<file path="config.mk">
export PLATFORM = sky130hd
export DESIGN_NAME = fpu_iter_sequencer
export DESIGN_NICKNAME = d
export VERILOG_FILES = /design/src/rtl/fpu_iter_sequencer.sv
export SDC_FILE = /design/constraint.sdc
export NUM_CORES = 1
export LEC_CHECK = 0
export BUFFER_PORTS_ARGS = -buffer_cell sky130_fd_sc_hd__buf_2
export CAP_MARGIN = 20
export CORE_AREA = 2 2 39 41
export CTS_CLUSTER_DIAMETER = 80
export CTS_CLUSTER_SIZE = 24
export DETAILED_ROUTE_END_ITERATION = 8
export DIE_AREA = 0 0 41 43
export PLACE_DENSITY = 0.65
export SYNTH_ARGS = -nofsm -noshare
export SYNTH_HDL_FRONTEND = slang
export SYNTH_SLANG_ARGS = --single-unit
export TNS_END_PERCENT = 100
</file>
<file path="constraint.sdc">
create_clock -name clk -period 2.8 [get_ports clk]
set_input_delay 0.14 -clock clk [delete_from_list [all_inputs] [get_ports clk]]
set_output_delay 0.14 -clock clk [all_outputs]
set_load 0.01 [all_outputs]
</file>
<file path="src/rtl/fpu_iter_sequencer.sv">
// fpu_iter_sequencer: control FSM for the iterative divide/sqrt mantissa
// datapath. It accepts one operation per valid/ready handshake, drives the
// load/step/norm strobes, and runs the shared iteration counter.
// Ports:
//   clk, rst          clock, synchronous active-high reset
//   flush             synchronous abort of any in-flight operation
//   in_valid/in_ready request handshake, in_op selects divide/sqrt
//   dp_load/step/norm datapath strobes, dp_op is the latched op
//   cnt_sync_rst/en   iteration counter control, cnt_value is read back
//   out_valid/ready   result handshake, out_err qualifies out_valid
//   busy              sequencer is not idle
module fpu_iter_sequencer #(
  parameter int CNT_W      = 8,
  parameter int DIV_ITERS  = 27,
  parameter int SQRT_ITERS = 26
) (
  input  logic             clk,
  input  logic             rst,
  input  logic             flush,
  input  logic             in_valid,
  output logic             in_ready,
  input  logic [1:0]       in_op,
  output logic             dp_load,
  output logic             dp_step,
  output logic             dp_norm,
  output logic [1:0]       dp_op,
  output logic             cnt_sync_rst,
  output logic             cnt_en,
  input  logic [CNT_W-1:0] cnt_value,
  output logic             out_valid,
  input  logic             out_ready,
  output logic             out_err,
  output logic             busy
);

  localparam int CNT_MAX = (2 ** CNT_W) - 1;

  if (DIV_ITERS < 1 || DIV_ITERS > CNT_MAX ||
      SQRT_ITERS < 1 || SQRT_ITERS > CNT_MAX) begin : g_bad_iters
    $error("fpu_iter_sequencer: ITERS out of counter range");
  end

  localparam logic [CNT_W-1:0] DIV_LAST  = CNT_W'(DIV_ITERS - 1);
  localparam logic [CNT_W-1:0] SQRT_LAST = CNT_W'(SQRT_ITERS - 1);

  typedef enum logic [2:0] {
    S_IDLE,
    S_LOAD,
    S_ITER,
    S_NORM,
    S_DONE
  } state_t;

  state_t           state;
  logic [1:0]       op;
  logic             err;
  logic [CNT_W-1:0] last;

  // Only divide/sqrt ever reach ITER, so op[0] picks the step count.
  assign last = op[0] ? SQRT_LAST : DIV_LAST;

  always_ff @(posedge clk) begin
    if (rst) begin
      state <= S_IDLE;
      op    <= 2'b00;
      err   <= 1'b0;
    end else if (flush) begin
      state <= S_IDLE;
      err   <= 1'b0;
    end else begin
      unique case (state)
        S_IDLE: begin
          if (in_valid) begin
            op <= in_op;
            // Reserved ops skip the datapath and report an error.
            if (in_op[1]) begin
              state <= S_DONE;
              err   <= 1'b1;
            end else begin
              state <= S_LOAD;
              err   <= 1'b0;
            end
          end
        end
        S_LOAD: state <= S_ITER;
        S_ITER: begin
          if (cnt_value == last) begin
            state <= S_NORM;
          end else if (cnt_value > last) begin
            // Counter ran past the final step: abandon the result.
            state <= S_DONE;
            err   <= 1'b1;
          end
        end
        S_NORM: state <= S_DONE;
        S_DONE: begin
          if (out_ready) state <= S_IDLE;
        end
        default: state <= S_IDLE;
      endcase
    end
  end

  // Flush masks every strobe in the same cycle it is raised.
  assign in_ready     = (state == S_IDLE) & ~flush;
  assign busy         = (state != S_IDLE);
  assign dp_load      = (state == S_LOAD) & ~flush;
  assign dp_step      = (state == S_ITER) & ~flush;
  assign dp_norm      = (state == S_NORM) & ~flush;
  assign dp_op        = op;
  // Held in IDLE/LOAD so the counter reads 0 in the first ITER cycle.
  assign cnt_sync_rst = (state == S_IDLE) | (state == S_LOAD);
  assign cnt_en       = dp_step;
  assign out_valid    = (state == S_DONE) & ~flush;
  assign out_err      = out_valid & err;

endmodule

</file>
==> results of run 1 <==
## final timing paths
| path | start | endpoint | slack, ps |
|---|---|---|---|
| worst max-delay path | dp_op[0]$_SDFFE_PP0P_ | err$_SDFFE_PP0P_ | 1190 |
| worst min-delay path | rst | dp_op[0]$_SDFFE_PP0P_ | 110 |
| worst max register to register | dp_op[0]$_SDFFE_PP0P_ | err$_SDFFE_PP0P_ | 1190 |
| worst min register to register | dp_op[1]$_SDFFE_PP0P_ | dp_op[1]$_SDFFE_PP0P_ | 490 |
## cells in the mapped netlist
cell	count
o22ai_1	1
dfxtp_1	6
inv_1	1
nor3b_2	1
a21oi_1	5
nor3_1	2
o311a_1	1
nand2_1	2
nor3_4	1
buf_2	1
or2_1	1
mux2i_1	2
buf_4	1
inv_2	1
ha_1	2
nor2b_1	3
nand3b_1	2
and2_1	2
nor4bb_1	1
o21ai_1	1
o311ai_0	1
nor2_1	7
o21a_1	1
nor4b_1	1
nand4_1	1
o221a_2	1
or4_1	2
nor3b_4	1
buf_6	1
o41ai_1	1
## cell type report
class / instances / area share [%]
multi-input cells: 43 / 51.34
repair buffers: 25 / 20.62
flip-flops and latches: 6 / 19.79
clock buffers: 3 / 3.711
well taps: 16 / 3.299
inverters: 2 / 1.237
## flip-flops by register name (all words and copies together) (netlist names)
signal	flops
err	1
state	3
dp_op	2
## metal layers
layer  share of wire, %  vias up
met5                  0        -
met3                5.5        2
met2                 51       18
met1                 42      226
li1                   -      258
met4                1.9        0
## worst reg2reg max path, stage by stage (launching register included)
cell     delay [ps]
dfxtp_1         330
ha_1            310
nor2b_1         130
o311a_1         320
o41ai_1         280
a21oi_1         120
## per-stage QoR
stage	power (mW)	setup slack, ps	instance area [µm²]	cells	hold WS [ps]
2_1_floorplan	0.1319	1273	462.9	54	212.4
3_3_place_gp	0.1536	1266	584.3	92	380.6
3_5_place_dp	0.1543	1174	584.3	92	374.6
4_1_cts	0.2383	1180	606.8	95	111.1
5_1_grt	0.2515	1108	606.8	95	120.4
6_report	0.2368	1191	606.8	95	111.2
## power by group through the flow
stage	sequential, mW	clock [mW]	combinational, mW
floorplan	0.0961	0	0.0359
global placement	0.0974	0	0.0562
detailed placement	0.0976	0	0.0567
CTS	0.0960	0.0855	0.0567
global route	0.0968	0.0912	0.0636
finish	0.0961	0.0845	0.0562
## cells by family (layout without fill, tap and decap cells)
group           count (synthesis)  in the layout
compound gates                 12             12
fa+ha+maj                       2              2
buf+inv                         5             30
flops                           6              6
mux                             2              2
simple gates                   27             27
==> results by group, run 1 <==
Final layout
  • Most frequent cells in the layout: 25 x buf_2, 7 x nor2_1, 6 x dfxtp_1
  • Fin util: 43.85%
  • Sequential cell area: 120.1 µm²
  • Share of post-route cells with drive strength above 1: 41.77%
  • Most common cell after layout, fill and taps aside: buf_2
  • Fillers: about 150
  • Area occupied by multi-input gates: 311.5 µm²
  • Diode count: 0
  • P&R area growth vs syn: 31.08%
  • Nets: 98

Worst setup path
  • Top delay family on crit path: compound AO/OA/AOI/OAI gates
  • Worst path depth: 5
  • Crit path buffers/inverters: 0
  • Largest stage delay, worst path: 330 ps
  • Crit. End Element: flop
  • Startpoint Class: flop
  • CP Data Required Time: 2920 ps
  • Worst path slowest cell: dfxtp_1
  • CP Max Fanout: 4
  • CP Cell Sequence: ha_1, nor2b_1, o311a_1, o41ai_1, a21oi_1
  • Depth of the most critical reg-to-reg path: 5
  • Setup CP Type: flop to flop
  • Worst endpoint data arrival time: 1730 ps

Synthesis
  • Area contributors post-synth: dfxtp_1 26%, nor2_1 5.7%, a21oi_1 5.4%, ha_1 5.4%, mux2i_1 4.3%
  • Mux contribution to synthesized area: 4.324%
  • Syn_nets: 71
  • Synth Area in Simple Gates: 39.73%
  • YS warnings: 0
  • Synth unique cells: 30
  • Syn Area/Cell: 8.573 µm²
  • Flops & latches, synth: 6
  • Synth top area share: 25.95%
  • Post-Synth XOR/XNOR Area: 0%
  • Largest family of logic cells by synthesized area: simple AND/OR/NAND/NOR gates
  • Sequential-to-total area share from yosys stat: about a quarter
  • Post-synth top area cell: dfxtp_1
  • Synth Area in Adders: 5.405%
  • Post-synthesis compound-gate area fraction: 17.84%
  • Cell area after synthesis: roughly 460 µm²
  • Post-Syn Instances: 54

Run
  • Number of max-cap violations: 0

Pwr
  • Pwr dens: 390.2 mW/mm²
  • Sequential Power Share: 40.6%
  • Peak supply drop: 0.1999 mV
  • Sw Ratio: 29.71%
  • Combinational power share: 23.7%
  • Total net switching power: ~70 µW
  • Static Leak: 0.2865 nW
  • Power Internal: 166.4 µW
  • Clock group share of total power: roughly 36%

CTS
  • # clock sinks: 6
  • Latest clock arrival within the worst-skew pair: ~250 ps
  • Clock root buffer: clkbuf_4
  • CTS H-tree depth: 1
  • TritonCTS buffer count: 3
  • CTS tree: done
  • # Post-CTS Setup Buffers: 0
  • Hold_buf cts: 0
  • Clock buffer depth: 2
  • CTS clk-pin slew, worst paths: around 50 ps
  • PostCTS Resize Cnt: 0

Die
  • Die ar.: approximately 0.0018 mm²
  • Cell Rows: 14
  • Io pins: 26
  • Starting Density: 33.45%
  • Core ar.: 0.001384 mm²
  • Die Ht: 43 µm
  • Die width: 41 µm

Outcome
  • Status: complete, no violations

Global route
  • Total track usage: 15.61%
  • Routing usage on met2: 24.06%
  • Vias in the first global route: 465
  • Met1 Resource Use GR: 18.51%
  • GR Util met3: 3.141%
  • Grt peak-use layer: met2
  • Largest net degree at the start of global routing: 10
  • Initial antenna violation count: 0
  • First-pass GRT wire length: between 1.5 and 2 mm
  • Total gr overflow: 0

Drt
  • Drc violations: 0
  • Post-detailed-route count of antenna-violating nets: 0
  • Via density: 5.305
  • Total Wirelength: 1.118 mm
  • Total number of vias: 504
  • 1st-pass router iterations: 4
  • Drt wl/cell: 11.77 µm
  • Detailed Route Iter0 Violations: 9

Placed design
  • GP Congestion: 0.7660
  • DP Wirelength: around 940 µm
  • IO Port Bufs: 25

STA
  • RSZ-0062 raised after global routing: false
  • Hold Fails Final Rpt: 0
  • Setup_tns: 0 ps
  • Fmax: 621.5 MHz
  • Minimum clock period: about 1600 ps
  • Slew @ Worst Pin: 323.6 ps
  • Final slew viol count: 0
  • Period utilization: a little under three fifths
  • Final setup violating endpoints: 0
  • Worst slew margin relative to its limit: 78.40%
  • Clock skew: 3.041 ps

Min path
  • Worst Hold Depth: 2
  • Worst min path class: primary input to flop
Power figures use the tool's default switching activity.
==> run 2: changes to the inputs <==
--- a/config.mk
+++ b/config.mk
@@ -12,7 +12,7 @@
 export CTS_CLUSTER_SIZE = 24
 export DETAILED_ROUTE_END_ITERATION = 8
 export DIE_AREA = 0 0 41 43
-export PLACE_DENSITY = 0.65
+export PLACE_DENSITY = 0.68
 export SYNTH_ARGS = -nofsm -noshare
 export SYNTH_HDL_FRONTEND = slang
 export SYNTH_SLANG_ARGS = --single-unit
==> constraint.sdc (replaced) <==
create_clock -name clk -period 1.45 [get_ports clk]
set_input_delay 0.0725 -clock clk [delete_from_list [all_inputs] [get_ports clk]]
set_output_delay 0.0725 -clock clk [all_outputs]
set_load 0.01 [all_outputs]
==> results by group, run 2 (synthesis results as in run 1) <==
Outcome
  • Status: complete, no violations

STA
  • Fmax: 695.9 MHz
  • Hold Fails Final Rpt: 0
  • Worst slew margin relative to its limit: 79.82%
  • RSZ-0062 raised after global routing: true
  • Period utilization: slightly below 100%
  • Minimum clock period: around 1400 ps
  • Final slew viol count: 0
  • Clock skew: 2.070 ps
  • Slew @ Worst Pin: 301.5 ps
  • Fin worst setup slack: 13.09 ps
  • Setup_tns: 0 ps
  • Final setup violating endpoints: 0

Pwr
  • Static Leak: 0.3206 nW
  • Pwr dens: just under 700 mW/mm²
  • Peak supply drop: a little under 0.4 mV

Global route
  • Vias in the first global route: around 500
  • Initial antenna violation count: 0
  • Total track usage: 15.68%
  • First-pass GRT wire length: 1.918 mm
  • Largest net degree at the start of global routing: 10
  • Total gr overflow: 0

Die
  • Die Ht: roughly 43 µm
  • Core ar.: about 0.0014 mm²
  • Io pins: 26
  • Starting Density: between 30% and 40%
  • Die width: 41 µm
  • Cell Rows: 14
  • Die ar.: 0.001763 mm²

Placed design
  • DP Wirelength: approximately 970 µm
  • GP Congestion: 0.7837
  • Dpl ws: -116.1 ps
  • IO Port Bufs: 25

Run
  • Number of max-cap violations: 0

Final layout
  • Max reg flops: 3
  • Fillers: 141
  • P&R area growth vs syn: 53.78%
  • Most common cell after layout, fill and taps aside: buf_2
  • Diode count: 0
  • Fin util: 51.45%
  • Most frequent cells in the layout: 25 x buf_2, 7 x nor2_1, 4 x a21oi_1, 4 x buf_4
  • Largest Register: state
  • Nets: 102
  • Share of post-route cells with drive strength above 1: 56.63%

Drt
  • Total number of vias: 539
  • Drt wl/cell: 13.52 µm
  • Via density: approximately 5.4
  • 1st-pass router iterations: 4
  • Drc violations: 0
  • Detailed Route Iter0 Violations: 8
  • Total Wirelength: 1.338 mm
  • Post-detailed-route count of antenna-violating nets: 0

CTS
  • TritonCTS buffer count: 3
  • CTS tree: done
  • Latest clock arrival within the worst-skew pair: roughly 240 ps
  • # Post-CTS Setup Buffers: 0
  • CTS clk-pin slew, worst paths: roughly 50 ps
  • CTS H-tree depth: 1
  • Clock buffer depth: 2
  • # clock sinks: 6
  • Clock root buffer: clkbuf_4

Worst setup path
  • Reg-to-Reg Start: dp_op[0]$_SDFFE_PP0P_
  • CP Cell Sequence: ha_4, nor2b_4, o311a_4, o41ai_2, a21oi_1
  • Startpoint Class: flop
  • Setup CP Type: flop to flop
  • Worst endpoint data arrival time: 1560 ps
  • Worst path slowest cell: dfxtp_2
  • CP Data Required Time: 1580 ps
  • Crit. End Element: flop
  • Largest stage delay, worst path: 340 ps
  • Crit path from: dp_op[0]$_SDFFE_PP0P_
  • CP Max Fanout: 3

Min path
  • Worst hold start: rst
  • Worst min path class: primary input to flop
run 2: per-layer routing:
metal | global-route usage [%] | wire length [µm]
met2 | 25.31 | 700
met1 | 18.06 | 531
met4 | 6.000 | 6
met3 | 5.236 | 99
met5 | 0 | 0
run 2: path summary, 6_finish.rpt:
path                                end  slack, ps  depth (start not counted)
setup / recovery       err$_SDFFE_PP0P_         10                          5
hold / removal    dp_op[0]$_SDFFE_PP0P_         50                          2
setup reg to reg       err$_SDFFE_PP0P_         10                          5
hold reg to reg   dp_op[1]$_SDFFE_PP0P_        500                          2
run 2: worst max-delay path: cells and delay by family (launching register included):
kind	cells	cell delay, ps
flops	1	340
simple gates	1	120
fa+ha+maj	1	240
compound gates	3	620
run 2: report_power, final:
group          leakage (nW)  internal (mW)  switching (mW)  total, mW
logic                 0.256         0.0713          0.0701      0.141
clock network        0.0138         0.0941          0.0662      0.160
registers            0.0506          0.173          0.0121      0.185
run 2: stage by stage:
stage	area, µm²	power [mW]	hold slack (ps)	instances
3_3_place_gp	615.6	0.3030	298.8	96
4_1_cts	659.4	0.4778	43.45	99
3_5_place_dp	615.6	0.3061	306.7	96
5_1_grt	711.9	0.5109	52.54	99
6_report	711.9	0.4867	47.95	99
2_1_floorplan	464.2	0.2551	137.5	54
run 2: final cells by class:
cell class | count | area, µm² | share of cell area [%]
Inverter | 2 | 7.507 | 1.054
Timing Repair Buffer | 29 | 155.1 | 21.79
Clock buffer | 3 | 22.52 | 3.163
Tap cell | 16 | 20.02 | 2.812
Sequential cell | 6 | 126.4 | 17.75
Multi-Input combinational cell | 43 | 380.4 | 53.43
run 2: what timing repair did:
item                                    in CTS  in global routing
hold buffers                                 0                  0
pin swaps                                    2                  3
endpoints found under the setup margin       4                  5
gates resized for setup                      4                  9
==> run 3: changes to the inputs <==
--- a/config.mk
+++ b/config.mk
@@ -8,6 +8,7 @@
 export BUFFER_PORTS_ARGS = -buffer_cell sky130_fd_sc_hd__buf_2
 export CAP_MARGIN = 20
 export CORE_AREA = 2 2 39 41
+export CTS_BUF_LIST = sky130_fd_sc_hd__clkbuf_16
 export CTS_CLUSTER_DIAMETER = 80
 export CTS_CLUSTER_SIZE = 24
 export DETAILED_ROUTE_END_ITERATION = 8
==> results by group, run 3 (synthesis results as in run 1) <==
Final layout
  • Most frequent cells in the layout: 25 x buf_2, 7 x nor2_1, 5 x a21oi_1
  • Nets: 102
  • Share of post-route cells with drive strength above 1: 54.22%
  • Diode count: 0
  • Fillers: 131
  • Non-Filler Instances: 99
  • Largest Register: state
  • Most common cell after layout, fill and taps aside: buf_2
  • P&R area growth vs syn: 62.16%
  • Max reg flops: 3

Global route
  • Total track usage: 16.88%
  • First-pass GRT wire length: between 1.5 and 2 mm
  • Total gr overflow: 0
  • Vias in the first global route: 493
  • Largest net degree at the start of global routing: 10
  • Initial antenna violation count: 0

Worst setup path
  • Crit path buffers/inverters: 0
  • CP Data Required Time: ~1600 ps
  • Setup CP Type: flop to flop
  • Worst path slowest cell: dfxtp_2
  • Reg-to-Reg Start: dp_op[0]$_SDFFE_PP0P_
  • Crit. End Element: flop
  • R2R Setup Slk: between 20 and 30 ps
  • CP Cell Sequence: ha_4, nor2b_4, o311a_4, o41ai_2, a21oi_1
  • Worst endpoint data arrival time: 1530 ps
  • Startpoint Class: flop
  • CP Max Fanout: 3
  • R2r endpoint: err$_SDFFE_PP0P_
  • Depth of the most critical reg-to-reg path: 5
  • Top delay family on crit path: compound AO/OA/AOI/OAI gates
  • Largest stage delay, worst path: 330 ps

CTS
  • CTS clk-pin slew, worst paths: 30 ps
  • Clock buffer depth: 2
  • TritonCTS buffer count: 3
  • # clock sinks: 6
  • Latest clock arrival within the worst-skew pair: 230 ps
  • CTS tree: done
  • # Post-CTS Setup Buffers: 0
  • CTS H-tree depth: 1
  • Clock root buffer: clkbuf_16

STA
  • Minimum clock period: 1424 ps
  • Period utilization: 98.23%
  • Slew @ Worst Pin: ~300 ps
  • Worst slew margin relative to its limit: 80.23%
  • Fmax: roughly 700 MHz
  • Clock skew: approximately 0.32 ps
  • Final setup violating endpoints: 0
  • Final slew viol count: 0
  • RSZ-0062 raised after global routing: true
  • Worst hold slack: 66.38 ps
  • Hold Fails Final Rpt: 0

Pwr
  • Power Internal: 599.1 µW
  • Pwr dens: 1032 mW/mm²
  • Sequential Power Share: 24.0%
  • Static Leak: 0.3453 nW
  • Combinational power share: 17.7%
  • Sw Ratio: 22.64%
  • Clock group share of total power: around 60%
  • Peak supply drop: 0.6484 mV
  • Total net switching power: 175.3 µW

Min path
  • Worst hold start: rst
  • Worst min path class: primary input to flop
  • Hold Path End: dp_op[1]$_SDFFE_PP0P_
  • Worst Hold Depth: 2

Placed design
  • GP Congestion: a little under 0.8
  • Placed Cells: 96
  • DP Wirelength: approximately 970 µm
  • IO Port Bufs: 25

Drt
  • Drc violations: 0
  • Total Wirelength: approximately 1.3 mm
  • 1st-pass router iterations: 4
  • Via density: 5.253
  • Drt wl/cell: 12.64 µm
  • Post-detailed-route count of antenna-violating nets: 0
  • Detailed Route Iter0 Violations: 8
  • Total number of vias: 520

Die
  • Io pins: 26
  • Cell Rows: 14
  • Die width: between 40 and 50 µm
  • Core ar.: 0.001384 mm²
  • Starting Density: 33.45%
  • Die ar.: 0.001763 mm²
  • Die Ht: 43 µm

Outcome
  • Status: complete, no violations

Run
  • Number of max-cap violations: 0
==> run 3: cell counts in the layout (fill, tap and decap cells not counted) <==
No cell type changed its count.
==> run 3: worst max-delay path by stage <==
stage,depth (start not counted),startpoint,endpoint
after floorplan,5,dp_op[0]$_SDFFE_PP0P_,err$_SDFFE_PP0P_
after global placement,5,dp_op[0]$_SDFFE_PP0P_,err$_SDFFE_PP0P_
after detailed placement,5,dp_op[0]$_SDFFE_PP0P_,err$_SDFFE_PP0P_
after CTS,5,dp_op[0]$_SDFFE_PP0P_,err$_SDFFE_PP0P_
after global routing,5,dp_op[0]$_SDFFE_PP0P_,state[1]$_SDFFE_PP0P_
final,5,dp_op[0]$_SDFFE_PP0P_,err$_SDFFE_PP0P_
==> run 3: routing by layer <==
metal  routed length, µm  up-vias  track usage [%]
met5                   0        -                0
met4                  17        0            8.000
met3                 121        2            9.948
met2                 611       25            25.31
met1                 501      231            18.06
li1                    -      262                -
==> run 3: power groups by stage <==
stage               sequential, mW  clock (mW)  combinational, mW
floorplan                    0.186           0             0.0693
global placement             0.186           0              0.117
detailed placement           0.186           0              0.120
CTS                          0.185       0.458              0.125
global route                 0.187       0.470              0.152
finish                       0.186       0.451              0.137
==> run 3: worst reg2reg max path, cell delays in order (launching register included) <==
cell and delay [ps]:
dfxtp_2 330, ha_4 240, nor2b_4 120, o311a_4 320, o41ai_2 200, a21oi_1 90
==> run 3: stage by stage <==
step / instance area (µm²) / power [mW] / setup TNS, ps / util (%) / setup slack (ps)
2_1_floorplan: 464.2 / 0.2551 / -45.83 / - / -45.83
3_3_place_gp: 615.6 / 0.3030 / -54.73 / 44.48 / -54.73
3_5_place_dp: 615.6 / 0.3061 / -130.0 / 44.48 / -116.1
4_1_cts: 710.7 / 0.7672 / 0 / 51.36 / 0.4359
5_1_grt: 750.7 / 0.8093 / -60.62 / 54.25 / -32.54
6_report: 750.7 / 0.7744 / 0 / 54.25 / 25.66
==> run 3: cell type report <==
cell class	instances	area (µm²)	share of cell area, %
timing repair buffer	29	155.1	20.67
clock buffer	3	75.07	10.00
tap	16	20.02	2.667
sequential	6	122.6	16.33
multi-input combinational	43	370.4	49.33
inverter	2	7.507	1.000
==> run 3: timing repair <==
action,4_1_cts,5_1_grt
hold buffers,0,0
pin swaps,2,1
gates resized for setup,3,7
endpoints found under the setup margin,2,5
